**config.mk**
```make
export PLATFORM = sky130hd
export DESIGN_NAME = keypad_matrix_scanner
export DESIGN_NICKNAME = d
export VERILOG_FILES = /design/src/rtl/keypad_matrix_scanner.sv
export SDC_FILE = /design/constraint.sdc
export NUM_CORES = 1
export LEC_CHECK = 0
export ABC_AREA = 1
export CAP_MARGIN = 5
export CELL_PAD_IN_SITES_DETAIL_PLACEMENT = 2
export CELL_PAD_IN_SITES_GLOBAL_PLACEMENT = 2
export CORE_UTILIZATION = 45
export CTS_BUF_LIST = sky130_fd_sc_hd__clkbuf_4 sky130_fd_sc_hd__clkbuf_8
export DETAILED_ROUTE_END_ITERATION = 8
export DONT_BUFFER_PORTS = 1
export GPL_TIMING_DRIVEN = 0
export PLACE_DENSITY = 0.94
export REMOVE_ABC_BUFFERS = 1
export SLEW_MARGIN = 20
export SYNTH_ARGS = -nofsm -noshare
export SYNTH_HDL_FRONTEND = slang
export SYNTH_SLANG_ARGS = --single-unit
```
**constraint.sdc**
```tcl
create_clock -name clk -period 3.6 [get_ports clk]
set_clock_uncertainty 0.15 [all_clocks]
set_input_delay 0.18 -clock clk [delete_from_list [all_inputs] [get_ports clk]]
set_output_delay 0.18 -clock clk [all_outputs]
set_load 0.02 [all_outputs]
```
**src/rtl/keypad_matrix_scanner.sv**
```systemverilog
// keypad_matrix_scanner: debounced ROWSxCOLS keypad scanner with event FIFO.
// Ports: clk, rst (async high); row (active-low drive), col (active-low sense);
//   out_data/out_valid/out_ready event stream; key_down/key_code held key;
//   overflow (sticky drop flag); fifo_count (stored events).
// Option: define KEYPAD_RELEASE_EVENT_EN for release events (MSB=1).
module keypad_matrix_scanner #(
  parameter int ROWS           = 4,
  parameter int COLS           = 4,
  parameter int SCAN_TICKS     = 100000,
  parameter int SETTLE_TICKS   = 100,
  parameter int DEBOUNCE_SCANS = 3,
  parameter int FIFO_DEPTH     = 4,
  localparam int CODE_W        = $clog2(ROWS * COLS),
`ifdef KEYPAD_RELEASE_EVENT_EN
  localparam int EW            = CODE_W + 1,
`else
  localparam int EW            = CODE_W,
`endif
  localparam int CW            = $clog2(FIFO_DEPTH)
) (
  input  logic              clk,
  input  logic              rst,
  output logic [ROWS-1:0]   row,
  input  logic [COLS-1:0]   col,
  output logic [EW-1:0]     out_data,
  output logic              out_valid,
  input  logic              out_ready,
  output logic              key_down,
  output logic [CODE_W-1:0] key_code,
  output logic              overflow,
  output logic [CW:0]       fifo_count
);

  localparam int TW = $clog2(SCAN_TICKS);
  localparam int RW = $clog2(ROWS);

  typedef enum logic {EV_IDLE, EV_PRESS} ev_t;

  logic [COLS-1:0]   col_s1, col_s2;
  logic [TW-1:0]     tick;
  logic [RW-1:0]     r;
  logic              hit_valid, prev_valid, upd, upd_valid, deb_valid;
  logic [CODE_W-1:0] hit_code, prev_code, upd_code, deb_code;
  logic [3:0]        stable, new_cnt;
  logic              tick_last, sample, frame_end, same, diff_deb;
  logic              col_hit;
  logic [CODE_W-1:0] samp_code;
  ev_t               ev_state, ev_next;
  logic              push, pop, full, wr_en;
  logic [EW-1:0]     push_data;
  logic [EW-1:0]     mem [FIFO_DEPTH];
  logic [CW-1:0]     wr_ptr, rd_ptr;
  logic [CW:0]       count;

  assign tick_last = tick == TW'(SCAN_TICKS - 1);
  assign sample    = tick == TW'(SETTLE_TICKS);
  assign frame_end = tick_last && (r == RW'(ROWS - 1));

  // Lowest low column in the current row wins.
  always_comb begin
    col_hit   = 1'b0;
    samp_code = '0;
    for (int c = COLS - 1; c >= 0; c--) begin
      if (!col_s2[c]) begin
        col_hit   = 1'b1;
        samp_code = CODE_W'(int'(r) * COLS + c);
      end
    end
  end

  always_comb begin
    same = (hit_valid == prev_valid) &&
           (!hit_valid || hit_code == prev_code);
    diff_deb = (hit_valid != deb_valid) ||
               (hit_valid && hit_code != deb_code);
    if (!same)
      new_cnt = 4'd1;
    else if (stable == 4'hF)
      new_cnt = stable;
    else
      new_cnt = stable + 4'd1;
  end

  always_ff @(posedge clk or posedge rst) begin
    if (rst) begin
      col_s1     <= '1;
      col_s2     <= '1;
      tick       <= '0;
      r          <= '0;
      row        <= '1;
      hit_valid  <= 1'b0;
      hit_code   <= '0;
      prev_valid <= 1'b0;
      prev_code  <= '0;
      stable     <= '0;
      upd        <= 1'b0;
      upd_valid  <= 1'b0;
      upd_code   <= '0;
      deb_valid  <= 1'b0;
      deb_code   <= '0;
    end else begin
      col_s1 <= col;
      col_s2 <= col_s1;
      row    <= ~(ROWS'(1) << r);
      tick   <= tick_last ? '0 : tick + TW'(1);
      if (tick_last)
        r <= (r == RW'(ROWS - 1)) ? '0 : r + RW'(1);
      if (sample && !hit_valid && col_hit) begin
        hit_valid <= 1'b1;
        hit_code  <= samp_code;
      end
      upd <= 1'b0;
      if (frame_end) begin
        hit_valid  <= 1'b0;
        hit_code   <= '0;
        prev_valid <= hit_valid;
        prev_code  <= hit_code;
        stable     <= new_cnt;
        if (new_cnt >= 4'(DEBOUNCE_SCANS) && diff_deb) begin
          upd       <= 1'b1;
          upd_valid <= hit_valid;
          upd_code  <= hit_code;
        end
      end
      if (upd) begin
        deb_valid <= upd_valid;
        if (upd_valid)
          deb_code <= upd_code;
      end
    end
  end

  always_ff @(posedge clk or posedge rst) begin
    if (rst)
      ev_state <= EV_IDLE;
    else
      ev_state <= ev_next;
  end

  // deb_* still holds the old state during the upd cycle.
  always_comb begin
    ev_next   = ev_state;
    push      = 1'b0;
    push_data = '0;
    unique case (ev_state)
      EV_IDLE: begin
        if (upd) begin
`ifdef KEYPAD_RELEASE_EVENT_EN
          if (deb_valid) begin
            push      = 1'b1;
            push_data = {1'b1, deb_code};
            if (upd_valid)
              ev_next = EV_PRESS;
          end else if (upd_valid) begin
            push      = 1'b1;
            push_data = EW'(upd_code);
          end
`else
          if (upd_valid) begin
            push      = 1'b1;
            push_data = EW'(upd_code);
          end
`endif
        end
      end
      EV_PRESS: begin
        push      = 1'b1;
        push_data = EW'(upd_code);
        ev_next   = EV_IDLE;
      end
    endcase
  end

  assign out_valid  = count != '0;
  assign full       = count == (CW+1)'(FIFO_DEPTH);
  assign pop        = out_valid && out_ready;
  assign wr_en      = push && (!full || pop);
  assign out_data   = mem[rd_ptr];
  assign fifo_count = count;
  assign key_down   = deb_valid;
  assign key_code   = deb_code;

  always_ff @(posedge clk or posedge rst) begin
    if (rst) begin
      for (int i = 0; i < FIFO_DEPTH; i++)
        mem[i] <= '0;
      wr_ptr   <= '0;
      rd_ptr   <= '0;
      count    <= '0;
      overflow <= 1'b0;
    end else begin
      if (wr_en) begin
        mem[wr_ptr] <= push_data;
        wr_ptr      <= wr_ptr + CW'(1);
      end
      if (pop)
        rd_ptr <= rd_ptr + CW'(1);
      unique case ({wr_en, pop})
        2'b10:   count <= count + (CW+1)'(1);
        2'b01:   count <= count - (CW+1)'(1);
        default: count <= count;
      endcase
      if (push && full && !pop)
        overflow <= 1'b1;
    end
  end

endmodule

```
==> results.md <==
| Quantity | Value | Unit |
|:---|:---|:---|
| Run status | completed | - |
| Global-route usage over all layers | 32.53 | % |
| Filler instances | 879 | - |
| CP Launch Point | fifo_count[0]$_DFFE_PP0P_ | - |
| Setup crit end kind | flop | - |
| Internal Power | 1.384 | mW |
| R2r setup slk | 1.09 | ns |
| Leakage power total | 2.153 | nW |
| Num rows | 33 | - |
| Worst R2R Path Depth | 9 | - |
| Path type of the worst setup path | reg2reg | - |
| Final Critical Period | 2.509 | ns |
| Switching share of power | 32.25 | % |
| Synthesized area divided by synthesized cell count | 9.317 | sq um |
| Number of clock sinks seen by CTS | 80 | - |
| Io pins | 25 | - |
| Cell Chain, Critical Path | nor2_1 -> nand3_1 -> nand2_2 -> ha_1 -> inv_1 -> fa_1 -> a21oi_1 -> o21ai_0 -> xor2_1 | - |
| Largest stage delay, worst path | 0.51 | ns |
| Post-layout nets | 446 | - |
| Net switching power of the design | 0.6588 | mW |
| Number of endpoints with negative hold slack in the final report | 0 | - |
| Insertion delay of the later-clocked pin in the worst-skew pair | 0.37 | ns |
| # port buffers | 0 | - |
| Origin of the critical flop-to-flop path | fifo_count[0]$_DFFE_PP0P_ | - |
| Worst flop-to-flop path endpoint | fifo_count[2]$_DFFE_PP0P_ | - |
| Overall via count from detail_route | 3024 | - |
| # H-tree levels | 3 | - |
| Area added between synthesis and finish | 11.04 | % |
| Aggregate negative setup slack | 0 | ns |
| Die Span X | 94.14 | microns |
| Final worst hold slack | 0.1445 | ns |
| Share of the synthesized area in the top cell type | 44.55 | % |
| Max-capacitance violation count | 0 | - |
| TritonCTS clock tree | built | - |
| Initial antenna violation count | 0 | - |
| Die Area | 8861 | sq um |
| Final standard cell area without fillers | 4242 | sq um |
| Netlist cell types | 31 | - |
| Number of iterations in the first detailed-routing pass | 4 | - |
| Most frequent cell after synthesis | nand2_1 | - |
| Worst-case headroom to the max-slew limit | 64.90 | % |
| Netlist Area Pre-Place | 3820 | sq um |
| Final Worst Setup Slack | 1.091 | ns |
| Floorplan core area | 8217 | sq um |
| Number of storage elements in the synthesis netlist | 80 | - |
| Post-CTS setup buffers | 0 | - |
| Combinational cell fraction of total power | 14.4 | % |
| Most numerous cell types in the synthesized netlist | nand2_1, dfrtp_1, inv_1 | - |
| RSZ-0062 raised after global routing | false | - |
| DP Wirelength | 8394 | microns |
| Class of the most critical hold timing path | in2async | - |
| Share of synthesized flip-flops with an asynchronous set or reset | 100.0 | % |
| Highest ir drop seen on vdd | 0.2581 | mV |
| Number of diodes added for antenna fixing | 0 | - |
| Ys flop type | dfrtp_1 | - |
| Number of slew-limit violations in the final report | 0 | - |
| Vias per std cell | 5.642 | - |
| Maximum number of pins on one net before global-route repair | 53 | - |
| Height of the chip | 94.14 | microns |
| Cell area after placement | 3970 | sq um |
| Data arrival time of the critical path | 2.61 | ns |
| DRC violations left | 0 | - |
| Highest achievable clock rate | 398.6 | MHz |
| Critical path peak fanout | 8 | - |
| Tightest Pin Transition | 0.5217 | ns |
| Number of warnings issued by yosys | 0 | - |
| Share of layout cells above drive strength 1 | 14.39 | % |
| Maximum root-to-sink buffer count | 2 | - |
| Count of flip-flops with a built-in enable after synthesis | 0 | - |
| Worst setup SP type | flop | - |
| Non-filler instance count after layout | 536 | - |
| Total overflow reported by the global router | 0 | - |
| Power per cell area | 481.5 | nW/um^2 |
| Number of global-route vias before repair | 3517 | - |
| Starting utilization of the core area | 46.49 | % |
| Clock transition time at the flip-flop clock pins of the worst setup and hold paths | 0.09 | ns |
| Dominant cell type by area after synthesis | dfrtp_1 | - |
| Clock root buffer | clkbuf_8 | - |
| TritonCTS buffer count | 9 | - |
| Number of cells in the design after placement | 514 | - |
| Routed wire length per instance | 24.27 | microns |
| Sequential fraction of the synthesis area | 52.80 | % |
| Ranking of synthesized cells by area | dfrtp_1, dfstp_2, nand2_1, inv_1, mux2_2 | - |
| Pre-CTS setup slack | 1.124 | ns |
| Syn Inst Count | 410 | - |
| Part of the power in registers | 49.7 | % |
| Proportion of power drawn by the clock network | 35.9 | % |
| Final cycle utilization of the critical path | 69.68 | % |
| Slowest-stage cell, CP | dfrtp_1 | - |
| Final number of setup-violating endpoints | 0 | - |
| Routed WL | 13010 | microns |
| Final ANT Viol Nets | 0 | - |
| Required time of the worst setup path | 3.70 | ns |
| Last weighted congestion value of the routability-driven placer | 0.8519 | - |
| Iter 0 DRT Violations | 127 | - |
| First-pass GRT wire length | 20450 | microns |
[logic make-up after synthesis]
kind of cell,Yosys count,share of synthesized area (%)
flops,80,52.80
mux,16,4.717
simple gates,169,20.86
buf+inv,68,6.780
fa+ha+maj,13,4.455
xor+xnor,15,3.439
compound gates,49,6.944
[cell usage in the layout, fill, tap and decap left out, types with 4 or more instances in the layout]
| cell | n |
|---|---|
| nor3_1 | 9 |
| a21oi_1 | 9 |
| clkbuf_8 | 11 |
| nand2_1 | 71 |
| xor2_1 | 12 |
| dfstp_2 | 12 |
| dlygate4sd3_1 | 6 |
| nand4_1 | 7 |
| o22ai_1 | 8 |
| ha_1 | 12 |
| o21ai_0 | 28 |
| dfrtp_1 | 68 |
| nand2_4 | 4 |
| nand3_1 | 26 |
| inv_1 | 62 |
| mux2_2 | 16 |
| nor2_1 | 40 |
[timing repair]
| item | in CTS | in global routing |
|---|---|---|
| gates resized for setup | 0 | 0 |
| hold endpoints to repair | 77 | 0 |
| hold buffers | 6 | 0 |
[sequential cells by signal, summed over array words and instances (netlist names), 2 cells and up]
name        flops
r               2
col_s2          4
hit_code        4
fifo_count      3
wr_ptr          2
rd_ptr          2
mem            16
stable          4
key_code        4
upd_code        4
tick           17
prev_code       4
col_s1          4
row             4
[routing by layer]
metal	share of wire (%)	global-route usage, %
met5	0	0
met4	4.3	15.77
met3	3.2	7.767
met2	52	57.36
met1	40	36.66
[critical path, delay by kind of cell (launching register included)]
kind	cells	cell delay [ns]
AND/OR/NAND/NOR	3	0.66
adder cells (fa/ha/maj)	2	0.57
buffers and inverters	1	0.07
flip-flops	1	0.51
AO/OA/AOI/OAI	2	0.28
XOR/XNOR	1	0.15
[stage by stage]
stage	util [%]	total power, mW
global placement	47.95	1.266
floorplan	-	1.217
finish	51.62	2.042
global route	51.62	2.107
CTS	51.62	2.048
detailed placement	48.32	1.304
[how the worst max path moves through the flow]
stage / end / cells after the start
global route: fifo_count[2]$_DFFE_PP0P_ / 9
floorplan: fifo_count[0]$_DFFE_PP0P_ / 1
finish: fifo_count[2]$_DFFE_PP0P_ / 9
CTS: fifo_count[2]$_DFFE_PP0P_ / 9
detailed placement: fifo_count[2]$_DFFE_PP0P_ / 9
global placement: tick[10]$_DFF_PP0_ / 1
[power groups by stage]
stage	sequential, mW	combinational, mW	clock [mW]
2_1_floorplan	1.01	0.209	0
3_3_place_gp	1.02	0.244	0
3_5_place_dp	1.03	0.277	0
4_1_cts	1.01	0.298	0.735
5_1_grt	1.02	0.321	0.764
6_report	1.02	0.294	0.732
[layout make-up]
type	instances	area [sq um]	area share (%)
flip-flops and latches	80	2017	47.55
multi-input cells	262	1544	36.40
inverters	66	250.2	5.900
clock buffers	12	158.9	3.746
well taps	105	131.4	3.097
clock inverters	4	52.55	1.239
repair buffers	7	87.58	2.065
Power figures use the tool's default switching activity.
